===== src/rtl/fa_stream_pkg.sv =====
// Shared definitions for the serial full-adder stream (sequencer and receiver).
// Holds the phase encoding both ends must agree on, the default word width
// and a helper giving the frame length in clock cycles.
package fa_stream_pkg;

  // Phase loop encoding, identical on sequencer and receiver
  typedef enum logic [1:0] {
    IDLE = 2'b00,
    P1   = 2'b01,
    P2   = 2'b10,
    P3   = 2'b11
  } fa_state_e;

  localparam int unsigned DEFAULT_WIDTH = 8;

  // Cycles per frame: each 3-cycle loop carries 2 sum and 2 carry bits
  function automatic int unsigned frame_len(input int unsigned w);
    return (3 * w) / 2;
  endfunction

endpackage


===== src/rtl/fa_stream_shreg.sv =====
// WIDTH-bit right-shift register, serial data entering at the MSB.
// Ports: clk, rst (sync, active-high), clear (sync clear), shift_en, sin
// (serial in), shifted_c (contents as they will be after this cycle's shift).
module fa_stream_shreg
  import fa_stream_pkg::*;
#(
  parameter int unsigned WIDTH = DEFAULT_WIDTH
) (
  input  logic             clk,
  input  logic             rst,
  input  logic             clear,
  input  logic             shift_en,
  input  logic             sin,
  output logic [WIDTH-1:0] shifted_c
);

  logic [WIDTH-1:0] q;

  // Lets the owner capture a completed word on the same edge as the last shift
  assign shifted_c = {sin, q[WIDTH-1:1]};

  always_ff @(posedge clk) begin
    if (rst || clear) begin
      q <= '0;
    end else if (shift_en) begin
      q <= shifted_c;
    end
  end

endmodule


===== src/rtl/fa_stream_rx.sv =====
// Receive side of the serial full-adder stream. Follows the sequencer's
// P1 -> P2 -> P3 phase loop from the shared start/abort controls, gathers
// S and COUT into WIDTH-bit words and flags outputs seen in a phase where
// the sequencer must hold them at 0.
// Ports: CLK, RST (sync, active-high), start, abort, S, COUT inputs;
// sum_word, carry_word (last completed frame), valid (1-cycle pulse),
// busy (not IDLE), proto_err (sticky violation flag) outputs.
module fa_stream_rx
  import fa_stream_pkg::*;
#(
  parameter int unsigned WIDTH = DEFAULT_WIDTH
) (
  input  logic             CLK,
  input  logic             RST,
  input  logic             start,
  input  logic             abort,
  input  logic             S,
  input  logic             COUT,
  output logic [WIDTH-1:0] sum_word,
  output logic [WIDTH-1:0] carry_word,
  output logic             valid,
  output logic             busy,
  output logic             proto_err
);

  localparam int unsigned CW = $clog2(WIDTH + 1);

  fa_state_e        state;
  logic [CW-1:0]    sum_cnt;
  logic [CW-1:0]    carry_cnt;
  logic [CW-1:0]    sum_cnt_inc;
  logic [CW-1:0]    carry_cnt_inc;
  logic [WIDTH-1:0] sum_next;
  logic [WIDTH-1:0] carry_next;
  logic             frame_clr;
  logic             sum_shift;
  logic             carry_shift;
  logic             frame_done;

  assign frame_clr     = (state == IDLE) && start;
  assign sum_shift     = !abort && ((state == P1) || (state == P3));
  assign carry_shift   = !abort && ((state == P2) || (state == P3));
  assign sum_cnt_inc   = sum_cnt + CW'(1);
  assign carry_cnt_inc = carry_cnt + CW'(1);
  // Both counts hit WIDTH together on a P3 cycle
  assign frame_done    = (state == P3) && (sum_cnt_inc == CW'(WIDTH)) &&
                         (carry_cnt_inc == CW'(WIDTH));

  fa_stream_shreg #(.WIDTH(WIDTH)) u_sum_sr (
    .clk       (CLK),
    .rst       (RST),
    .clear     (frame_clr),
    .shift_en  (sum_shift),
    .sin       (S),
    .shifted_c (sum_next)
  );

  fa_stream_shreg #(.WIDTH(WIDTH)) u_carry_sr (
    .clk       (CLK),
    .rst       (RST),
    .clear     (frame_clr),
    .shift_en  (carry_shift),
    .sin       (COUT),
    .shifted_c (carry_next)
  );

  // Phase tracking, bit counting, error flag and output words
  always_ff @(posedge CLK) begin
    if (RST) begin
      state      <= IDLE;
      sum_cnt    <= '0;
      carry_cnt  <= '0;
      sum_word   <= '0;
      carry_word <= '0;
      valid      <= 1'b0;
      busy       <= 1'b0;
      proto_err  <= 1'b0;
    end else begin
      valid <= 1'b0;
      case (state)
        IDLE: begin
          if (start) begin
            state     <= P1;
            busy      <= 1'b1;
            sum_cnt   <= '0;
            carry_cnt <= '0;
            proto_err <= 1'b0;
          end
        end
        P1: begin
          if (COUT) proto_err <= 1'b1;
          if (abort) begin
            state <= IDLE;
            busy  <= 1'b0;
          end else begin
            state   <= P2;
            sum_cnt <= sum_cnt_inc;
          end
        end
        P2: begin
          if (S) proto_err <= 1'b1;
          if (abort) begin
            state <= IDLE;
            busy  <= 1'b0;
          end else begin
            state     <= P3;
            carry_cnt <= carry_cnt_inc;
          end
        end
        P3: begin
          if (abort) begin
            state <= IDLE;
            busy  <= 1'b0;
          end else begin
            state <= P1;
            if (frame_done) begin
              // Next frame starts in the following P1 with no gap
              valid      <= 1'b1;
              sum_word   <= sum_next;
              carry_word <= carry_next;
              sum_cnt    <= '0;
              carry_cnt  <= '0;
            end else begin
              sum_cnt   <= sum_cnt_inc;
              carry_cnt <= carry_cnt_inc;
            end
          end
        end
        default: state <= IDLE;
      endcase
    end
  end

endmodule

===== config.mk =====
export PLATFORM = sky130hd
export DESIGN_NAME = fa_stream_rx
export DESIGN_NICKNAME = d
export VERILOG_FILES = /design/src/rtl/fa_stream_pkg.sv /design/src/rtl/fa_stream_shreg.sv /design/src/rtl/fa_stream_rx.sv
export SDC_FILE = /design/constraint.sdc
export NUM_CORES = 1
export LEC_CHECK = 0
export BUFFER_PORTS_ARGS = -buffer_cell sky130_fd_sc_hd__buf_2
export CAP_MARGIN = 20
export CORE_UTILIZATION = 45
export CTS_CLUSTER_SIZE = 16
export DETAILED_ROUTE_END_ITERATION = 8
export REMOVE_ABC_BUFFERS = 1
export SLEW_MARGIN = 20
export SYNTH_ARGS = -nofsm -noshare
export SYNTH_HDL_FRONTEND = slang
export SYNTH_SLANG_ARGS = --single-unit

===== constraint.sdc =====
create_clock -name CLK -period 2.83 [get_ports CLK]
set_clock_uncertainty 0.2 [all_clocks]
set_input_delay 0.283 -clock CLK [delete_from_list [all_inputs] [get_ports CLK]]
set_output_delay 0.283 -clock CLK [all_outputs]
set_load 0.02 [all_outputs]

==> qor.csv <==
metric,value,unit
area of the mapped netlist,2001,um^2
HP Class,in -> reg,
nets,257,
worst-path cell with the longest stage delay,a2111oi_0,
max-cap viol count,0,
post-DR vias/cell,5.072,
initial antenna violation count,0,
Worst Setup SP,state[1],
setup bufs post-CTS,0,
WP buf/inv,1,
final setup TNS,0,ns
maximum clock path buffer count,2,
per-cell routed wire length,12.30,um
multi-input logic area,1079,um^2
critical path depth,6,
Die Y-Extent,68.68,um
post-route cell area,2255,um^2
FF-to-FF path depth,6,
post-cts repair resize count,0,
vias in the first global route,1263,
Synth Warn #,0,
worst slack at placement,0.5493,ns
clk_lat worst skew,0.28,ns
layout cells sized above 1,0.1405,
"EDFF count, synth",0,
worst reg2reg setup slack,0.54,ns
chip width,68.68,um
period utilisation layout,0.8097,
setup violators final,0,
CP max FO,9,
Slew Limit Headroom,0.5520,
CTS H-tree depth,2,
Leak Pwr,0.8272,nW
Finished Core Util,0.5441,
sequential area share after synthesis,0.4303,
Yosys cell types,37,
core area,4144,um^2
fmax,0.4364,GHz
main flop type after synthesis,dfxtp_1,
CTS sink count,43,
Crit path max-delay family,compound AO/OA/AOI/OAI gates,
DRC viols,0,
CP cell instances,inv_1 -> ha_1 -> nor2b_1 -> a2111oi_0 -> mux2i_1 -> nor2_1,
first-pass GRT wire length,5768,um
Worst Max-Slew Pin Slew,0.6663,ns
Post-DP Area,2152,um^2
clk slew on worst S/H paths,0.07,ns
RSZ-0062 raised after global routing,no,
I/O pins,25,
Pins Over Slew Limit,0,
CP endpoint,proto_err,
Fin. Hold Viols,0,
Worst Setup Start Kind,flop,
Cells after Synth,219,
DRT antenna net count,0,
minimum clock period,2.291,ns
total grt overflow,0,
total iterations of the first detailed-routing run,4,
dpl hpwl,2423,um
r2r startpoint,state[1],
storage element area,860.8,um^2
DIE AREA,4716,um^2
CTS tree,built,
Initial Util,0.4828,
CP Class,reg -> reg,
PwrDens,526.5,nW/um^2
# rows,23,
"Largest stage delay, worst path",0.59,ns
maximum vdd drop,355.3,uV
largest net degree at the start of global routing,50,
Required @ worst endpoint,2.78,ns
CTS Hold Bufs,0,
DRT Wirelength,3591,um
Post-Syn Area per Cell,9.135,um^2
ant diodes,0,
fraction of registers with async set/reset,0,
CTS buffer count,5,
Final Worst Setup Slack,0.5386,ns
Area Growth Syn to Fin,12.70,%
via count,1481,
starting DRC count in detailed routing,56,
Synth Register Bits,43,
Global Route Usage Sum,0.1634,
status,finished clean,
CP arrival,2.24,ns
worst reg2reg endpoint,proto_err,
I/O Buffers,24,
Final Wtd Congestion,0.7837,
fill count,391,
root buf cell,clkbuf_8,
crit end category,flop,
==> layout make-up <==
| cell class | count | area share |
|---|---|---|
| clock buffers | 6 | 0.03219 |
| clock inverters | 1 | 0.01332 |
| inverters | 4 | 0.006659 |
| multi-input cells | 162 | 0.4784 |
| flip-flops and latches | 43 | 0.3818 |
| well taps | 50 | 0.02775 |
| repair buffers | 26 | 0.05993 |
==> worst min path at each step <==
stage | from | end | slack, ns | cells past startpoint
4_1_cts | S | u_sum_sr.q[7] | 0.06 | 3
3_3_place_gp | u_sum_sr.q[1] | u_sum_sr.q[1] | 0.25 | 2
6_report | S | u_sum_sr.q[7] | 0.07 | 3
3_5_place_dp | u_sum_sr.q[1] | u_sum_sr.q[1] | 0.25 | 2
5_1_grt | S | u_sum_sr.q[7] | 0.06 | 3
2_1_floorplan | RST | busy | 0.15 | 1
==> tightest hold or removal path, delay by kind of cell <==
kind,cells,cell delay [ns]
AO/OA/AOI/OAI,1,0.05
buffers and inverters,1,0.12
AND/OR/NAND/NOR,1,0.05
==> synth_stat cells (2+ instances only) <==
cell / instances / share of area
ha_1: 9 / 0.056
dfxtp_1: 43 / 0.43
nor2_1: 10 / 0.019
nand3_1: 2 / 0.0050
nand3b_1: 3 / 0.011
a2111oi_0: 2 / 0.0088
nand2b_1: 34 / 0.11
o21ai_0: 3 / 0.0075
nor2b_1: 2 / 0.0063
inv_1: 4 / 0.0075
xnor2_1: 4 / 0.018
clkbuf_1: 8 / 0.015
a21oi_1: 17 / 0.043
a211oi_1: 4 / 0.015
mux2i_1: 19 / 0.095
nand2_1: 33 / 0.062
xor2_1: 2 / 0.0088
==> per-stage QoR <==
step | hold WS (ns) | cells | power, mW
after floorplan | 0.1521 | 209 | 0.7111
after global placement | 0.2467 | 285 | 0.7523
after detailed placement | 0.2496 | 285 | 0.7515
after CTS | 0.06092 | 292 | 1.202
after global routing | 0.06374 | 292 | 1.244
final | 0.06790 | 292 | 1.187
==> flip-flops by register name, indices dropped and copies added (netlist names) <==
register and count:
carry_word 8, busy 1, u_carry_sr.q 7, proto_err 1
sum_cnt 4, carry_cnt 4, valid 1, state 2
u_sum_sr.q 7, sum_word 8
==> cell usage in the layout (no fill, tap or decap), types with 3 or more instances in the layout <==
cell type	count
buf_2	24
o21ai_0	3
inv_1	4
nor2_1	10
nand3b_1	3
a211oi_1	4
mux2i_1	19
nand2b_1	34
xnor2_1	4
ha_1	9
clkbuf_8	5
a21oi_1	17
dfxtp_1	43
nand2_1	33
==> per-layer routing <==
layer	track usage	share of wire	vias to the layer above
met5	0	0	-
met2	0.2500	0.41	24
met4	0.05469	0.0075	0
li1	-	-	788
met1	0.2220	0.55	665
met3	0.04112	0.036	4
==> power by group <==
| group | internal, mW | switching, mW |
|---|---|---|
| logic | 0.0446 | 0.0694 |
| registers | 0.614 | 0.00904 |
| clock network | 0.259 | 0.191 |
==> logic make-up after synthesis <==
family          synth area share
compound gates            0.1019
xor+xnor                 0.02627
fa+ha+maj                0.05629
buf+inv                  0.03064
flops                     0.4303
mux                      0.09506
simple gates              0.2595
Power figures use the tool's default switching activity.
